## src/rtl/fetch_pkg.sv

```systemverilog
`default_nettype none
// ============================================================================
// Module      : fetch_pkg
// Description : Shared types and constants for the instruction fetch unit.
// Revision    : 1.0 - initial release
// ============================================================================
package fetch_pkg;

    localparam int XLEN = 32;
    localparam logic [XLEN-1:0] c_NOP = 32'h0000_0013;

    typedef enum logic [0:0] {
        ST_REQ  = 1'b0,
        ST_WAIT = 1'b1
    } fetch_state_t;

    function automatic logic [XLEN-1:0] align_word(input logic [XLEN-1:0] addr);
        return {addr[XLEN-1:2], 2'b00};
    endfunction

endpackage
`default_nettype wire

```

## src/rtl/fetch_unit_if.sv

```systemverilog
`default_nettype none
// ============================================================================
// Module      : fetch_unit_if
// Description : Instruction-memory request/response bus.
// Revision    : 1.0 - initial release
// ============================================================================
interface fetch_unit_if;
    import fetch_pkg::*;

    logic            imemReq;
    logic [XLEN-1:0] imemAddr;
    logic            imemReady;
    logic            imemValid;
    logic [XLEN-1:0] imemRdata;

    modport master (
        output imemReq,
        output imemAddr,
        input  imemReady,
        input  imemValid,
        input  imemRdata
    );

    modport slave (
        input  imemReq,
        input  imemAddr,
        output imemReady,
        output imemValid,
        output imemRdata
    );

endinterface
`default_nettype wire

```

## src/rtl/fetch_skid_buf.sv

```systemverilog
`default_nettype none
// ============================================================================
// Module      : fetch_skid_buf
// Description : One-entry holding slot for a fetched word and its address.
// Revision    : 1.0 - initial release
// ============================================================================
module fetch_skid_buf
    import fetch_pkg::*;
(
    input  wire logic            clk,
    input  wire logic            reset,
    input  wire logic            i_clear,
    input  wire logic            i_push,
    input  wire logic            i_pop,
    input  wire logic [XLEN-1:0] i_data,
    input  wire logic [XLEN-1:0] i_pc,
    output logic                 o_valid,
    output logic [XLEN-1:0]      o_data,
    output logic [XLEN-1:0]      o_pc
);

    logic            r_valid;
    logic [XLEN-1:0] r_data;
    logic [XLEN-1:0] r_pc;

    // A push wins over a pop so a simultaneous pop+push refills the slot.
    always_ff @(posedge clk) begin
        if (reset || i_clear) begin
            r_valid <= 1'b0;
        end else if (i_push) begin
            r_valid <= 1'b1;
        end else if (i_pop) begin
            r_valid <= 1'b0;
        end
    end

    always_ff @(posedge clk) begin
        if (reset) begin
            r_data <= '0;
            r_pc   <= '0;
        end else if (i_push) begin
            r_data <= i_data;
            r_pc   <= i_pc;
        end
    end

    assign o_valid = r_valid;
    assign o_data  = r_data;
    assign o_pc    = r_pc;

endmodule
`default_nettype wire

```

## src/rtl/fetch_unit.sv

```systemverilog
`default_nettype none
// ============================================================================
// Module      : fetch_unit
// Description : Single-outstanding instruction fetch with IF/ID register,
//               one-entry skid buffer, redirect and response kill handling.
// Revision    : 1.0 - initial release
// ============================================================================
module fetch_unit
    import fetch_pkg::*;
#(
    parameter logic [XLEN-1:0] RESET_PC = 32'h0000_0000
) (
    input  wire logic            clk,
    input  wire logic            reset,
    fetch_unit_if.master         imem,
    input  wire logic            stall,
    input  wire logic            redirect,
    input  wire logic [XLEN-1:0] redirectPc,
    output logic [XLEN-1:0]      instruction,
    output logic [XLEN-1:0]      pcOut,
    output logic                 instrValid
);

    fetch_state_t    r_state;
    fetch_state_t    w_state_nxt;
    logic            r_kill;
    logic            w_kill_nxt;
    logic            w_kill_rst;
    logic [XLEN-1:0] r_pc;
    logic [XLEN-1:0] r_req_pc;
    logic [XLEN-1:0] r_instr;
    logic [XLEN-1:0] r_pc_out;
    logic            r_valid;

    logic            w_req;
    logic            w_issue;
    logic            w_consume;
    logic            w_accept;
    logic            w_out_free;
    logic            w_skid_valid;
    logic [XLEN-1:0] w_skid_data;
    logic [XLEN-1:0] w_skid_pc;
    logic            w_skid_push;
    logic            w_skid_pop;

    assign w_issue    = w_req && imem.imemReady;
    assign w_consume  = r_valid && !stall && !redirect;
    assign w_accept   = (r_state == ST_WAIT) && imem.imemValid && !r_kill && !redirect;
    assign w_out_free = !r_valid || w_consume;
    assign w_skid_pop  = w_consume && w_skid_valid;
    assign w_skid_push = w_accept && (!w_out_free || w_skid_valid);

    // A request abandoned by reset must have its late response swallowed.
    assign w_kill_rst = ((r_state == ST_WAIT) || r_kill) && !imem.imemValid;

    always_ff @(posedge clk) begin
        if (reset) begin
            r_state <= ST_REQ;
            r_kill  <= w_kill_rst;
        end else begin
            r_state <= w_state_nxt;
            r_kill  <= w_kill_nxt;
        end
    end

    always_comb begin
        w_state_nxt = r_state;
        w_kill_nxt  = r_kill;
        case (r_state)
            ST_REQ: begin
                if (r_kill && imem.imemValid) begin
                    w_kill_nxt = 1'b0;
                end
                if (w_issue) begin
                    w_state_nxt = ST_WAIT;
                    w_kill_nxt  = redirect;
                end
            end
            ST_WAIT: begin
                if (imem.imemValid) begin
                    w_state_nxt = ST_REQ;
                    w_kill_nxt  = 1'b0;
                end else if (redirect) begin
                    w_kill_nxt = 1'b1;
                end
            end
        endcase
    end

    // Hold off new requests while a stale response is still owed to us.
    always_comb begin
        w_req = (r_state == ST_REQ) && !w_skid_valid && !r_kill && !reset;
    end

    assign imem.imemReq  = w_req;
    assign imem.imemAddr = r_pc;

    always_ff @(posedge clk) begin
        if (reset) begin
            r_pc     <= align_word(RESET_PC);
            r_req_pc <= '0;
        end else begin
            if (redirect) begin
                r_pc <= align_word(redirectPc);
            end else if (w_issue) begin
                r_pc <= r_pc + 32'd4;
            end
            if (w_issue) begin
                r_req_pc <= r_pc;
            end
        end
    end

    always_ff @(posedge clk) begin
        if (reset) begin
            r_valid  <= 1'b0;
            r_instr  <= c_NOP;
            r_pc_out <= '0;
        end else if (redirect) begin
            r_valid <= 1'b0;
        end else if (w_out_free) begin
            if (w_skid_valid) begin
                r_valid  <= 1'b1;
                r_instr  <= w_skid_data;
                r_pc_out <= w_skid_pc;
            end else if (w_accept) begin
                r_valid  <= 1'b1;
                r_instr  <= imem.imemRdata;
                r_pc_out <= r_req_pc;
            end else begin
                r_valid <= 1'b0;
            end
        end
    end

    fetch_skid_buf u_skid (
        .clk     (clk),
        .reset   (reset),
        .i_clear (redirect),
        .i_push  (w_skid_push),
        .i_pop   (w_skid_pop),
        .i_data  (imem.imemRdata),
        .i_pc    (r_req_pc),
        .o_valid (w_skid_valid),
        .o_data  (w_skid_data),
        .o_pc    (w_skid_pc)
    );

    assign instruction = r_instr;
    assign pcOut       = r_pc_out;
    assign instrValid  = r_valid;

endmodule
`default_nettype wire

```

## src/flat_wrapper.sv

```systemverilog
// flat-port wrapper written by rule: the top's interface ports become plain ports
module fetch_unit_flat import fetch_pkg::*;
#(
    parameter logic [XLEN-1:0] RESET_PC = 32'h0000_0000
)
  (clk, reset, stall, redirect, redirectPc, instruction, pcOut, instrValid, imem_imemReq, imem_imemAddr, imem_imemReady, imem_imemValid, imem_imemRdata);
  fetch_unit_if imem_i ();
  input  wire logic clk;
  input  wire logic reset;
  input  wire logic stall;
  input  wire logic redirect;
  input  wire logic [XLEN-1:0] redirectPc;
  output logic [XLEN-1:0] instruction;
  output logic [XLEN-1:0] pcOut;
  output logic instrValid;
  output wire logic [$bits(imem_i.imemReq)-1:0] imem_imemReq;
  output wire logic [$bits(imem_i.imemAddr)-1:0] imem_imemAddr;
  input wire logic [$bits(imem_i.imemReady)-1:0] imem_imemReady;
  input wire logic [$bits(imem_i.imemValid)-1:0] imem_imemValid;
  input wire logic [$bits(imem_i.imemRdata)-1:0] imem_imemRdata;
  assign imem_imemReq = imem_i.imemReq;
  assign imem_imemAddr = imem_i.imemAddr;
  assign imem_i.imemReady = imem_imemReady;
  assign imem_i.imemValid = imem_imemValid;
  assign imem_i.imemRdata = imem_imemRdata;
  fetch_unit #(.RESET_PC(RESET_PC)) u_core (.clk(clk), .reset(reset), .imem(imem_i), .stall(stall), .redirect(redirect), .redirectPc(redirectPc), .instruction(instruction), .pcOut(pcOut), .instrValid(instrValid));
endmodule
```

## config.mk

```make
export PLATFORM = sky130hd
export DESIGN_NAME = fetch_unit_flat
export DESIGN_NICKNAME = d
export VERILOG_FILES = /design/src/rtl/fetch_pkg.sv /design/src/rtl/fetch_unit_if.sv /design/src/rtl/fetch_skid_buf.sv /design/src/rtl/fetch_unit.sv /design/src/flat_wrapper.sv
export SDC_FILE = /design/constraint.sdc
export NUM_CORES = 1
export LEC_CHECK = 0
export BUFFER_PORTS_ARGS = -buffer_cell sky130_fd_sc_hd__buf_2
export CAP_MARGIN = 20
export CORE_MARGIN = 3
export CORE_UTILIZATION = 59
export CTS_CLUSTER_DIAMETER = 30
export DETAILED_ROUTE_END_ITERATION = 7
export GPL_TIMING_DRIVEN = 0
export PLACE_DENSITY = 0.95
export SLEW_MARGIN = 0
export SYNTH_ARGS = -nofsm -noshare
export SYNTH_HDL_FRONTEND = slang
export SYNTH_SLANG_ARGS = --single-unit
```

## constraint.sdc

```tcl
create_clock -name clk -period 3.7 [get_ports clk]
set_input_delay 0.185 -clock clk [delete_from_list [all_inputs] [get_ports clk]]
set_output_delay 0.185 -clock clk [all_outputs]
set_load 0.02 [all_outputs]
```

==> results.cfg, run 1 <==
[routing]
firstDrtPassIters = 6
drt_iter0_drc = 821
drt-total-wl_mm = 24.5
wl_per_cell_um = 18.5
vias_per_cell = 6.22
postRouteAntennaNets = 0
route.detailed.drc = 0
vias = 8215

[clocking]
post_cts_buffers = 0
cts_tree = done
cts_sinks = 188
cts_buffers = 17
clkLatencyLatePin_ps = 440
cts-hold-fix-buffers = 14
clockRootBuffer = clkbuf_16
htree_levels = 4
path_clk_slew_ps = 70
ctsResizeCount = 0
clock_path_buffers = 2

[timing]
tns_ps = 0
finalClockSkew_ps = 8.05
finalSetupViolCount = 0
min_period_ps = 3070
maxSlewViolCount = 0
fmax_mhz = 326
final_hold_viol_count = 0
post-route-period-util_pct = 82.9
rsz0062_at_grt = false
slew-limit-headroom_pct = 44.2
worstMarginPinSlew_ps = 837
whs_ps = 1.39

[critical_path]
crit_path_max_fanout = 10
crit_type = register to register
cp_slowest_cell = a221oi_1
path_buf_inv = 2
cp.arrival_ps = 3390
slowest_delay_ps = 770
path_delay_family = compound AO/OA/AOI/OAI gates
startpoint_type = register
crit_top_cell = clkbuf_1
cp-end-kind = register
cp.required_ps = 4030
crit_chain = nand4bb_1, a221oi_1, clkbuf_1, clkbuf_1, nor2_1, a211oi_1

[global_routing]
antenna_found_initial = 0
overflow = 0
grt_first_pass_wirelength_mm = 38.2
track_usage_pct = 32.5
grt_max_degree = 18
grt_pass1_vias = 7867

[layout]
n_antenna_cell = 0
areaGrowthSynthToFinish_pct = 22.5
fin_area_sq_mm = 0.00964
drive_above_1_share_pct = 18.0
final_cells = 1321
nets = 1207

[yosys]
synth_largest_area_cell = dfxtp_1
synth-seq-area-share_pct = 48.0
yosysUniqueCellTypes = 49
yosysWarnings = 0
synthCells = 938
synth_commonest_cells = nand2_1 (203), dfxtp_1 (187), a21oi_1 (95)
netlist.area_leader.share_pct = 47.6
synth_edf_count = 1
synth_top_family_by_area = simple AND/OR/NAND/NOR gates
yosys-top-cells-area = dfxtp_1 (48%), nand2_1 (9.7%), mux2i_1 (7.9%)
yosysMostFrequentCell = nand2_1
synth-seq-cells = 188
postSynthAreaPerCell_sq_um = 8.39
synth_xor_area_share_pct = 0.890
synth-simple-area-share_pct = 20.8
async_flop_share_pct = 0
synthFlopType = dfxtp_1
synth-compound-area-share_pct = 17.3
synthMuxAreaShare_pct = 8.32
yosys.area_share.adder_pct = 0.159
netlist_area_sq_mm = 0.00787

[pwr]
p_clk_share_pct = 42.6
switchingPower_mw = 1.13
leakagePower_nw = 3.39
p_seq_share_pct = 49.2
swShare_pct = 26.1
power_mw = 4.33
combPwrFrac_pct = 8.2
power_density_mw_per_mm2 = 450
ir_drop_mv = 0.353
p_int_mw = 3.20

[flow_run]
cap_violations = 0

[outcome]
status = complete, no violations

[floorplanning]
num_rows = 41
die_x_um = 121
io_pins = 168
core-area_sq_mm = 0.0128
die_h_um = 121
fp.dieArea_sq_mm = 0.0148
start_util_pct = 61.4

[placed_design]
port_buffers = 160
placed_cell_area_sq_mm = 0.00890
dp.cells = 1274
post-dp-hpwl_mm = 16.3
gp_congestion = 0.963

[min_path]
min_path_type = primary input to register
==> cells by family (layout without fill, tap and decap cells) <==
kind of cell / Yosys count / count (layout)
XOR/XNOR: 8 / 8
adder cells (fa/ha/maj): 1 / 1
buffers and inverters: 89 / 297
other: 1 / 4
AND/OR/NAND/NOR: 374 / 374
flip-flops: 188 / 188
AO/OA/AOI/OAI: 212 / 212
multiplexers: 65 / 65
==> stage by stage <==
step | utilization [%] | worst slack, ps
final | 75.1 | 633
after global routing | 75.1 | 449
after floorplan | - | 1480
after detailed placement | 69.4 | 801
after CTS | 75.1 | 657
after global placement | 69.4 | 1010
==> layout by cell type, fill, tap and decap left out, types with 6 or more instances in the layout <==
master | netlist | layout
nand2_1 | 203 | 203
dfxtp_1 | 187 | 187
buf_2 | 1 | 163
a21oi_1 | 95 | 95
nor2_1 | 82 | 82
a211oi_1 | 73 | 73
clkbuf_1 | 72 | 72
mux2i_1 | 62 | 62
nand3_1 | 20 | 20
clkbuf_16 | 0 | 17
dlygate4sd3_1 | 0 | 14
nor4_1 | 13 | 13
o21ai_0 | 10 | 10
nand4_1 | 10 | 10
a311oi_1 | 10 | 10
or4_1 | 9 | 9
inv_1 | 7 | 7
nor3_1 | 7 | 7
o31ai_1 | 7 | 7
and3_1 | 6 | 6
xnor2_1 | 6 | 6
==> per-layer routing <==
layer	vias up	GRT usage, %	share of wire, %	routed length, um
li1	3703	-	-	-
met4	0	17.3	5.0	1220
met3	122	8.25	11	2650
met2	585	52.5	47	11500
met1	3805	39.9	37	9120
met5	-	0	0	0
==> worst min-delay path: cells and delay by family <==
family	cells	cell delay (ps)
compound gates	1	50
simple gates	1	50
buf+inv	1	110
==> state kept, by name, indices dropped and copies added, names as in the netlist <==
name	cells
u_core.pcOut	30
u_core.u_skid.o_pc	30
u_core.imem.imemAddr	30
u_core.instruction	32
u_core.r_req_pc	30
u_core.r_state	1
u_core.instrValid	1
u_core.u_skid.o_data	32
u_core.u_skid.o_valid	1
u_core.r_kill	1
==> worst paths after layout <==
kind,startpoint,slack (ps),cells after the start,end
min reg2reg,u_core.u_skid.o_data[17],460,2,u_core.u_skid.o_data[17]
max,u_core.r_kill,630,6,u_core.pcOut[2]
max reg2reg,u_core.r_kill,630,6,u_core.pcOut[2]
min,imem_imemRdata[2],1,3,u_core.u_skid.o_data[2]
==> power by group through the flow <==
stage / registers [mW] / clock network (mW) / logic, mW
4_1_cts: 2.13 / 1.83 / 0.347
6_report: 2.13 / 1.85 / 0.355
3_3_place_gp: 2.17 / 0 / 0.319
3_5_place_dp: 2.17 / 0 / 0.329
2_1_floorplan: 2.19 / 0 / 0.163
5_1_grt: 2.14 / 1.91 / 0.381
==> area by class of cell <==
class,instances,area [sq um]
Sequential cell,188,3770
Inverter,8,30.0
Multi-Input combinational cell,664,3750
Clock inverter,15,164
Buffer,81,328
Tap cell,172,215
Clock buffer,17,425
Timing Repair Buffer,176,951
Fill cell,813,3190
No activity file was read; power rests on OpenSTA's default activity.
==> inputs of run 2 (changes only) <==
Settings changed: CORE_UTILIZATION 59 to 54, PLACE_DENSITY 0.95 to 0.9.
Clock period 3.7 ns to 2.95 ns, I/O delays scaled along.
==> run 2 against run 1 <==
Effect of this change:
- final area up 3.1%
- power up 23%
- worst hold slack better by 0.66 ps
- clock power up 18%
- clock-buffer cell count up 4
- non-clock buffer count up 31
- final cell count up 3.0%
- sequential share of layout area down 1.2 points
- sequential power up 25%
- critical path depth unchanged
- largest cell class unchanged
- highest routed layer unchanged
==> results.cfg, run 2 (synthesized netlist as in run 1, its figures left out) <==
[layout]
nets = 1238
fin_area_sq_mm = 0.00993
drive_above_1_share_pct = 17.5
final_cells = 1361
final_core_util_pct = 70.7
nFillCells = 1010
areaGrowthSynthToFinish_pct = 26.2
final_cell_mix = nand2_1 (203), dfxtp_1 (187), buf_2 (163), a21oi_1 (95), nor2_1 (82)
final_common_cell = nand2_1

[critical_path]
crit_path_max_fanout = 10
slowest_delay_ps = 510
crit_chain = nand4bb_1, a221oi_2, clkbuf_1, clkbuf_1, mux2i_1, nand2_1
cp.arrival_ps = 2970
cp_slowest_cell = a221oi_2
crit_top_cell = clkbuf_1
cp-end-kind = register
crit_type = register to register
path_delay_family = buffers and inverters
path_buf_inv = 2
startpoint_type = register
cp.required_ps = 3250

[timing]
slew-limit-headroom_pct = 46.9
rsz0062_at_grt = false
whs_ps = 2.05
post-route-period-util_pct = 90.6
tns_ps = 0
finalSetupViolCount = 0
final.setup.worst_slack_ps = 278
fmax_mhz = 374
maxSlewViolCount = 0
min_period_ps = 2670
worstMarginPinSlew_ps = 797
final_hold_viol_count = 0
finalClockSkew_ps = 6.61

[pwr]
power_density_mw_per_mm2 = 536
leakagePower_nw = 3.51
ir_drop_mv = 0.492
power_mw = 5.32

[placed_design]
post-dp-hpwl_mm = 16.0
placed_cell_area_sq_mm = 0.00891
place_ws_ps = 254
dp.cells = 1282
gp_congestion = 0.958
port_buffers = 160

[clocking]
cts_buffers = 17
clkLatencyLatePin_ps = 430
cts_sinks = 188
htree_levels = 4
path_clk_slew_ps = 70
clock_path_buffers = 2
cts_tree = done
post_cts_buffers = 0
clockRootBuffer = clkbuf_16

[routing]
vias = 7963
top_layer_used = met4
met1Wirelength_mm = 9.35
vias_per_cell = 5.85
postRouteAntennaNets = 0
drt-total-wl_mm = 23.5
wl_per_cell_um = 17.3
firstDrtPassIters = 5
wl_met2_mm = 11.1
route.detailed.drc = 0
drt_iter0_drc = 668
wl_met3_mm = 2.08

[global_routing]
track_usage_pct = 28.4
overflow = 0
grt_pass1_vias = 7568
grt_max_degree = 17
grt_first_pass_wirelength_mm = 37.0
antenna_found_initial = 1

[floorplanning]
fp.dieArea_sq_mm = 0.0161
io_pins = 168
num_rows = 43
start_util_pct = 56.0
core-area_sq_mm = 0.0140
die_x_um = 127
die_h_um = 127

[flow_run]
cap_violations = 0

[min_path]
min_path_type = primary input to register

[outcome]
status = complete, no violations
## run 2: cell types whose count changed in the layout (fill, tap and decap cells not counted)
cell and delta:
a221oi_1 -1, a221oi_2 +1, bufinv_16 -1, clkbuf_1 +2, clkbuf_8 +2, clkinv_2 +4
clkinv_4 -2, clkinvlp_4 -1, diode_2 +1, dlygate4sd3_1 +31, inv_6 -4
## run 2: timing repair
item / 4_1_cts / 5_1_grt
endpoints found under the hold margin: 45 / 0
hold buffers: 45 / 0
resized for setup: 0 / 1
endpoints found under the setup margin: 0 / 3
## run 2: worst min-delay path: stages
cell	delay (ps)
buf_2	110
nand2_1	70
a21oi_1	60
## run 2: layout make-up
cell class	count	area [sq um]	area share, %
sequential	188	3770	38.0
multi-input combinational	664	3750	37.8
buffer	81	328	3.30
inverter	8	30.0	0.302
tap	180	225	2.27
antenna	1	2.50	0.0252
timing repair buffer	207	1260	12.7
clock buffer	21	460	4.64
clock inverter	11	93.8	0.945
## run 2: final timing paths
| kind | from | end | slack (ps) | cells past startpoint |
|---|---|---|---|---|
| max | u_core.r_kill | u_core.instruction[4] | 280 | 6 |
| min | imem_imemRdata[27] | u_core.u_skid.o_data[27] | 2 | 3 |
| max reg2reg | u_core.r_kill | u_core.instruction[4] | 280 | 6 |
| min reg2reg | u_core.u_skid.o_data[26] | u_core.u_skid.o_data[26] | 450 | 2 |
## run 2: report_power, final
group	switching, mW	internal (mW)
sequential	0.0748	2.60
clock	0.977	1.20
combinational	0.284	0.186
## run 2: metal layers
metal	global-route usage, %	vias up
li1	-	3762
met1	34.8	3653
met2	47.7	470
met3	6.32	78
met4	12.9	0
met5	0	-
